## src/rtl/keypad_scan_if.sv

```systemverilog
// keypad_scan_if
// Bundles the keypad matrix lines and the debounced key report.
//   key_row_in   : row lines, active-low, pulled up (keypad -> scanner)
//   key_col_out  : column drive, active-low one-hot (scanner -> keypad)
//   key_code     : accepted key code, col*4 + row
//   key_valid    : high while a debounced key is held
//   key_pressed  : one-cycle press pulse
//   key_released : one-cycle release pulse
//   multi_key    : last completed frame saw more than one key down
// master = the scanner, slave = keypad model / consumer.
interface keypad_scan_if;
  logic [3:0] key_row_in;
  logic [3:0] key_col_out;
  logic [3:0] key_code;
  logic       key_valid;
  logic       key_pressed;
  logic       key_released;
  logic       multi_key;

  modport master (
    input  key_row_in,
    output key_col_out, key_code, key_valid, key_pressed, key_released, multi_key
  );

  modport slave (
    output key_row_in,
    input  key_col_out, key_code, key_valid, key_pressed, key_released, multi_key
  );
endinterface

```

## src/rtl/keypad_scan.sv

```systemverilog
// keypad_scan
// Scans a 4x4 key matrix one column at a time, debounces across whole scan
// frames and reports one key with press/release pulses.
// Ports:
//   clk_in : system clock
//   reset  : asynchronous, active-high reset
//   kp     : keypad_scan_if.master (matrix lines + key report)
module keypad_scan #(
  parameter int SCAN_DIV       = 12,
  parameter int DEBOUNCE_SCANS = 4
) (
  input  logic          clk_in,
  input  logic          reset,
  keypad_scan_if.master kp
);

  typedef enum logic [1:0] {IDLE, PRESS_CHK, HELD, RELEASE_CHK} state_t;

  localparam logic [3:0] DB_N = 4'(DEBOUNCE_SCANS);

  // row synchroniser
  logic [3:0] row_s1_q, row_s2_q;

  // prescaler and column index
  logic [SCAN_DIV-1:0] presc_q, presc_d;
  logic [1:0]          col_q, col_d;
  logic                scan_tick;

  // frame accumulators
  logic       acc_hit_q, acc_hit_d;
  logic [3:0] acc_code_q, acc_code_d;
  logic [1:0] acc_cnt_q, acc_cnt_d;

  // registered frame result
  logic       frm_hit_q, frm_hit_d;
  logic [3:0] frm_code_q, frm_code_d;
  logic       frm_multi_q, frm_multi_d;
  logic       frame_done_q, frame_done_d;

  // debounce FSM and outputs
  state_t     state_q, state_d;
  logic [3:0] cand_q, cand_d;
  logic [3:0] cnt_q, cnt_d;
  logic [3:0] key_code_q, key_code_d;
  logic       key_valid_q, key_valid_d;
  logic       pressed_q, pressed_d;
  logic       released_q, released_d;
  logic       multi_q, multi_d;

  // per-column sample decode
  logic [3:0] col_pressed;
  logic       col_hit;
  logic [1:0] col_row;
  logic [2:0] col_cnt;
  logic [2:0] cnt_sum;
  logic       nxt_hit;
  logic [3:0] nxt_code;
  logic [1:0] nxt_cnt;
  logic [3:0] cnt_inc;

  assign scan_tick = &presc_q;

  always_comb begin
    col_pressed = ~row_s2_q;
    col_hit     = |col_pressed;
    col_row     = 2'd0;
    // descending walk leaves the lowest pressed row
    for (int r = 3; r >= 0; r--) begin
      if (col_pressed[r]) col_row = r[1:0];
    end
    col_cnt  = {2'b0, col_pressed[0]} + {2'b0, col_pressed[1]}
             + {2'b0, col_pressed[2]} + {2'b0, col_pressed[3]};
    cnt_sum  = {1'b0, acc_cnt_q} + col_cnt;
    nxt_cnt  = (cnt_sum >= 3'd2) ? 2'd2 : cnt_sum[1:0];
    nxt_hit  = acc_hit_q | col_hit;
    // earlier columns always win, so only the first hit in a frame sets the code
    nxt_code = acc_hit_q ? acc_code_q : {col_q, col_row};
  end

  // scan / frame accumulation
  always_comb begin
    presc_d      = presc_q + 1'b1;
    col_d        = col_q;
    acc_hit_d    = acc_hit_q;
    acc_code_d   = acc_code_q;
    acc_cnt_d    = acc_cnt_q;
    frm_hit_d    = frm_hit_q;
    frm_code_d   = frm_code_q;
    frm_multi_d  = frm_multi_q;
    frame_done_d = 1'b0;
    if (scan_tick) begin
      col_d = col_q + 2'd1;
      if (col_q == 2'd3) begin
        frm_hit_d    = nxt_hit;
        frm_code_d   = nxt_code;
        frm_multi_d  = (nxt_cnt == 2'd2);
        frame_done_d = 1'b1;
        acc_hit_d    = 1'b0;
        acc_code_d   = 4'd0;
        acc_cnt_d    = 2'd0;
      end else begin
        acc_hit_d  = nxt_hit;
        acc_code_d = nxt_code;
        acc_cnt_d  = nxt_cnt;
      end
    end
  end

  // debounce FSM, steps once per completed frame
  always_comb begin
    state_d     = state_q;
    cand_d      = cand_q;
    cnt_d       = cnt_q;
    key_code_d  = key_code_q;
    key_valid_d = key_valid_q;
    pressed_d   = 1'b0;
    released_d  = 1'b0;
    multi_d     = multi_q;
    cnt_inc     = cnt_q + 4'd1;
    if (frame_done_q) begin
      multi_d = frm_multi_q;
      case (state_q)
        IDLE: begin
          if (frm_hit_q) begin
            cand_d  = frm_code_q;
            cnt_d   = 4'd1;
            state_d = PRESS_CHK;
          end
        end
        PRESS_CHK: begin
          if (!frm_hit_q) begin
            state_d = IDLE;
          end else if (frm_code_q == cand_q) begin
            cnt_d = cnt_inc;
            if (cnt_inc == DB_N) begin
              key_code_d  = cand_q;
              key_valid_d = 1'b1;
              pressed_d   = 1'b1;
              state_d     = HELD;
            end
          end else begin
            cand_d = frm_code_q;
            cnt_d  = 4'd1;
          end
        end
        HELD: begin
          if (!(frm_hit_q && frm_code_q == key_code_q)) begin
            cnt_d   = 4'd1;
            state_d = RELEASE_CHK;
          end
        end
        RELEASE_CHK: begin
          if (frm_hit_q && frm_code_q == key_code_q) begin
            state_d = HELD;
          end else begin
            cnt_d = cnt_inc;
            if (cnt_inc == DB_N) begin
              key_valid_d = 1'b0;
              released_d  = 1'b1;
              state_d     = IDLE;
            end
          end
        end
        default: state_d = IDLE;
      endcase
    end
  end

  always_ff @(posedge clk_in or posedge reset) begin
    if (reset) begin
      row_s1_q     <= 4'hF;
      row_s2_q     <= 4'hF;
      presc_q      <= '0;
      col_q        <= 2'd0;
      acc_hit_q    <= 1'b0;
      acc_code_q   <= 4'd0;
      acc_cnt_q    <= 2'd0;
      frm_hit_q    <= 1'b0;
      frm_code_q   <= 4'd0;
      frm_multi_q  <= 1'b0;
      frame_done_q <= 1'b0;
      state_q      <= IDLE;
      cand_q       <= 4'd0;
      cnt_q        <= 4'd0;
      key_code_q   <= 4'd0;
      key_valid_q  <= 1'b0;
      pressed_q    <= 1'b0;
      released_q   <= 1'b0;
      multi_q      <= 1'b0;
    end else begin
      row_s1_q     <= kp.key_row_in;
      row_s2_q     <= row_s1_q;
      presc_q      <= presc_d;
      col_q        <= col_d;
      acc_hit_q    <= acc_hit_d;
      acc_code_q   <= acc_code_d;
      acc_cnt_q    <= acc_cnt_d;
      frm_hit_q    <= frm_hit_d;
      frm_code_q   <= frm_code_d;
      frm_multi_q  <= frm_multi_d;
      frame_done_q <= frame_done_d;
      state_q      <= state_d;
      cand_q       <= cand_d;
      cnt_q        <= cnt_d;
      key_code_q   <= key_code_d;
      key_valid_q  <= key_valid_d;
      pressed_q    <= pressed_d;
      released_q   <= released_d;
      multi_q      <= multi_d;
    end
  end

  // column drive follows col_q directly, so reset gives 1110 at once
  assign kp.key_col_out  = ~(4'b0001 << col_q);
  assign kp.key_code     = key_code_q;
  assign kp.key_valid    = key_valid_q;
  assign kp.key_pressed  = pressed_q;
  assign kp.key_released = released_q;
  assign kp.multi_key    = multi_q;

endmodule
```

## src/flat_wrapper.sv

```systemverilog
// flat-port wrapper written by rule: the top's interface ports become plain ports
module keypad_scan_flat 
#(
  parameter int SCAN_DIV       = 12,
  parameter int DEBOUNCE_SCANS = 4
)
  (clk_in, reset, kp_key_row_in, kp_key_col_out, kp_key_code, kp_key_valid, kp_key_pressed, kp_key_released, kp_multi_key);
  keypad_scan_if kp_i ();
  input  logic clk_in;
  input  logic reset;
  input wire logic [$bits(kp_i.key_row_in)-1:0] kp_key_row_in;
  output wire logic [$bits(kp_i.key_col_out)-1:0] kp_key_col_out;
  output wire logic [$bits(kp_i.key_code)-1:0] kp_key_code;
  output wire logic [$bits(kp_i.key_valid)-1:0] kp_key_valid;
  output wire logic [$bits(kp_i.key_pressed)-1:0] kp_key_pressed;
  output wire logic [$bits(kp_i.key_released)-1:0] kp_key_released;
  output wire logic [$bits(kp_i.multi_key)-1:0] kp_multi_key;
  assign kp_i.key_row_in = kp_key_row_in;
  assign kp_key_col_out = kp_i.key_col_out;
  assign kp_key_code = kp_i.key_code;
  assign kp_key_valid = kp_i.key_valid;
  assign kp_key_pressed = kp_i.key_pressed;
  assign kp_key_released = kp_i.key_released;
  assign kp_multi_key = kp_i.multi_key;
  keypad_scan #(.SCAN_DIV(SCAN_DIV), .DEBOUNCE_SCANS(DEBOUNCE_SCANS)) u_core (.clk_in(clk_in), .reset(reset), .kp(kp_i));
endmodule
```

## config.mk

```make
export PLATFORM = sky130hd
export DESIGN_NAME = keypad_scan_flat
export DESIGN_NICKNAME = d
export VERILOG_FILES = /design/src/rtl/keypad_scan_if.sv /design/src/rtl/keypad_scan.sv /design/src/flat_wrapper.sv
export SDC_FILE = /design/constraint.sdc
export NUM_CORES = 1
export LEC_CHECK = 0
export ABC_AREA = 1
export CORE_MARGIN = 2
export CORE_UTILIZATION = 58
export DETAILED_ROUTE_END_ITERATION = 16
export PLACE_DENSITY_LB_ADDON = 0.25
export SKIP_LAST_GASP = 1
export SLEW_MARGIN = 20
export SYNTH_ARGS = -nofsm -noshare
export SYNTH_HDL_FRONTEND = slang
export SYNTH_SLANG_ARGS = --single-unit
```

## constraint.sdc

```tcl
create_clock -name clk_in -period 2.8 [get_ports clk_in]
set_input_delay 0.42 -clock clk_in [delete_from_list [all_inputs] [get_ports clk_in]]
set_output_delay 0.42 -clock clk_in [all_outputs]
set_load 0.05 [all_outputs]
```

==> flow_summary.json <==
{
  "status": "completed",
  "synth_common_cells": "82 x nand2_1, 46 x dfrtp_1, 39 x inv_1",
  "grt.total_usage": 0.196,
  "wl_mm": 4.53,
  "fin_crit_sh": 0.920,
  "layout.nets": 338,
  "drcViolationCount": 0,
  "fin_util": 0.680,
  "synth_flop_cell": "dfrtp_1",
  "worstPathMaxFanout": 3,
  "ys_top_cells_by_area": "dfrtp_1 43%, nand2_1 11%, dfstp_2 7.9%",
  "area_growth_pct": 12.1,
  "initial_core_util": 0.607,
  "syn_inst": 297,
  "first_pass_iters": 4,
  "synth_cell_type_count": 32,
  "viasPerCell": 5.16,
  "ir_worst_vdd_mv": 0.350,
  "tightestPinTransition_ns": 0.495,
  "postRouteAntennaNets": 0,
  "num_vias": 1924,
  "setup_viol": 0,
  "ys_seq_elements": 54,
  "grt_pass1_wl_mm": 7.92,
  "crit_arrival_ns": 2.80,
  "startpoint_type": "register",
  "finalClockSkew_ns": 0.00924,
  "fin_setup_tns_ns": 0,
  "num_rows": 24,
  "coreArea_um2": 4410,
  "rsz0062_at_grt": "no",
  "report.final.slew_viol_count": 0,
  "leakagePower_uw": 0.00143,
  "worstPathRequired_ns": 3.03,
  "die_h_um": 71.9,
  "layoutNonFillerInstCount": 373,
  "antenna_cells": 0,
  "synthesis.area_um2": 2680,
  "seq_area_frac_synth": 0.508,
  "synthArstFlopShare": 1.00,
  "dr_wl_met3_um": 191,
  "die_w_um": 71.9,
  "dieArea_um2": 5180,
  "postCtsHoldBufs": 0,
  "yosysTopAreaCell": "dfrtp_1",
  "synth_edf_count": 0,
  "drv_cap": 0,
  "finalCriticalPeriod_ns": 2.58,
  "avgSynthCellArea_um2": 9.02,
  "cts_tree": "built",
  "placed_cells": 365,
  "cp_cell_sequence": "inv_1, ha_1, fa_1, ha_1, fa_1, nor2_1, nand2_1, inv_1, nand3_1, o21ai_1",
  "cts_sinks": 54,
  "cts_setup_buffers": 0,
  "p_per_area_nw_per_um2": 437,
  "clk_pin_slew_ns": 0.08,
  "grt_antenna_before_repair": 0,
  "nFillCells": 356,
  "htreeDepth": 2,
  "worstSetupPathType": "reg2reg",
  "yosys_warnings": 0,
  "crit_family": "adder cells",
  "yosys.area.top_type_share": 0.430,
  "maxSlewHeadroom": 0.669,
  "ios": 18,
  "clk_path_buf_depth": 2,
  "wl_met1_mm": 2.01,
  "max_freq_mhz": 388,
  "drive_above_1_share": 0.128,
  "cts_resized": 0,
  "multiInputGateArea_um2": 1130,
  "yosys.cell_count.top_type": "nand2_1",
  "drt-initial-drc-count": 62,
  "syn-num-nets": 315,
  "portBuffers": 17,
  "place.gp.congestion": 0.816,
  "wl_met2_mm": 2.26,
  "cpMaxStageDelayCell": "dfstp_2",
  "slowest_delay_ns": 0.54,
  "cp-end-kind": "register",
  "finalHoldViolations": 0,
  "cts_made_buffers": 5,
  "wire_per_inst_um": 12.1,
  "seq_area_um2": 1360,
  "hp-class": "reg2reg",
  "insertion_delay_ns": 0.31,
  "grt-ovfl-total": 0,
  "routed.top_layer": "met4",
  "grt_pass1_vias": 1841,
  "cts-root-buf": "clkbuf_8",
  "grt_max_degree": 22,
  "hpwl_mm": 3.42,
  "cp_num_buf_inv": 2
}
cells in the final DEF, fill, tap and decap left out, types with 3 or more instances in the layout:
master           count
nor2_1              20
nand3_2              3
a21oi_1              9
inv_2                5
inv_1               38
xnor2_1              6
o21ai_2              3
nand4_1              3
o21ai_1              6
nand2_1             82
dfstp_2              8
nand3_1             10
dfrtp_1             46
clkbuf_8             7
o21ai_0             15
xor2_1               7
clkdlybuf4s50_1     17
nand2_2              4
ha_1                10
per-layer routing:
layer	global-route usage	vias to the layer above
li1	-	972
met1	0.243	910
met2	0.336	35
met3	0.0444	7
met4	0.0692	0
met5	0	-
layout make-up:
type,count,area share
clock inverters,1,0.00125
flip-flops and latches,54,0.453
clock buffers,7,0.0321
well taps,52,0.0217
repair buffers,19,0.0617
multi-input cells,197,0.376
inverters,43,0.0538
cell families (layout without fill, tap and decap cells):
family	Yosys count	after routing	share of synthesized area
xor+xnor	13	13	0.0425
mux	1	1	0.00421
simple gates	134	134	0.237
fa+ha+maj	12	12	0.0617
buf+inv	46	70	0.0696
flops	54	54	0.508
compound gates	37	37	0.0766
worst paths after layout:
check,cells after the start,to,slack (ns),start
setup / recovery,10,u_core.acc_cnt_q[0],0.22,u_core.row_s2_q[1]
hold / removal,0,u_core.row_s2_q[3],0.36,u_core.row_s1_q[3]
setup reg to reg,10,u_core.acc_cnt_q[0],0.22,u_core.row_s2_q[1]
hold reg to reg,0,u_core.row_s2_q[3],0.36,u_core.row_s1_q[3]
max in group asynchronous,3,u_core.row_s1_q[0],1.73,reset
min in group asynchronous,2,u_core.kp.key_code[3],0.40,reset
sequential cells by signal, summed over array words and instances (netlist names):
register                count
u_core.presc_q             12
u_core.acc_code_q           4
u_core.cand_q               4
u_core.cnt_q                4
u_core.frm_code_q           4
u_core.kp.key_code          4
u_core.row_s1_q             4
u_core.row_s2_q             4
u_core.acc_cnt_q            2
u_core.col_q                2
u_core.state_q              2
u_core.acc_hit_q            1
u_core.frame_done_q         1
u_core.frm_hit_q            1
u_core.frm_multi_q          1
u_core.kp.key_pressed       1
u_core.kp.key_released      1
u_core.kp.key_valid         1
u_core.kp.multi_key         1
power breakdown:
| part | internal, uW | switching (uW) | leakage (uW) |
|---|---|---|---|
| Clock | 223 | 244 | 0.0000519 |
| Sequential | 790 | 3.22 | 0.000713 |
| Combinational | 18.9 | 32.6 | 0.000665 |
through the flow:
stage / hold WS [ns] / setup WS [ns] / total power, uW / cell area [um^2]
6_report: 0.359 / 0.223 / 1310 / 3000
5_1_grt: 0.363 / 0.0970 / 1360 / 3000
4_1_cts: 0.361 / 0.220 / 1330 / 3000
3_5_place_dp: 0.348 / 0.228 / 861 / 2900
3_3_place_gp: 0.346 / 0.368 / 858 / 2900
2_1_floorplan: 0.345 / 0.404 / 840 / 2680
(Power assumes the default switching activity.)
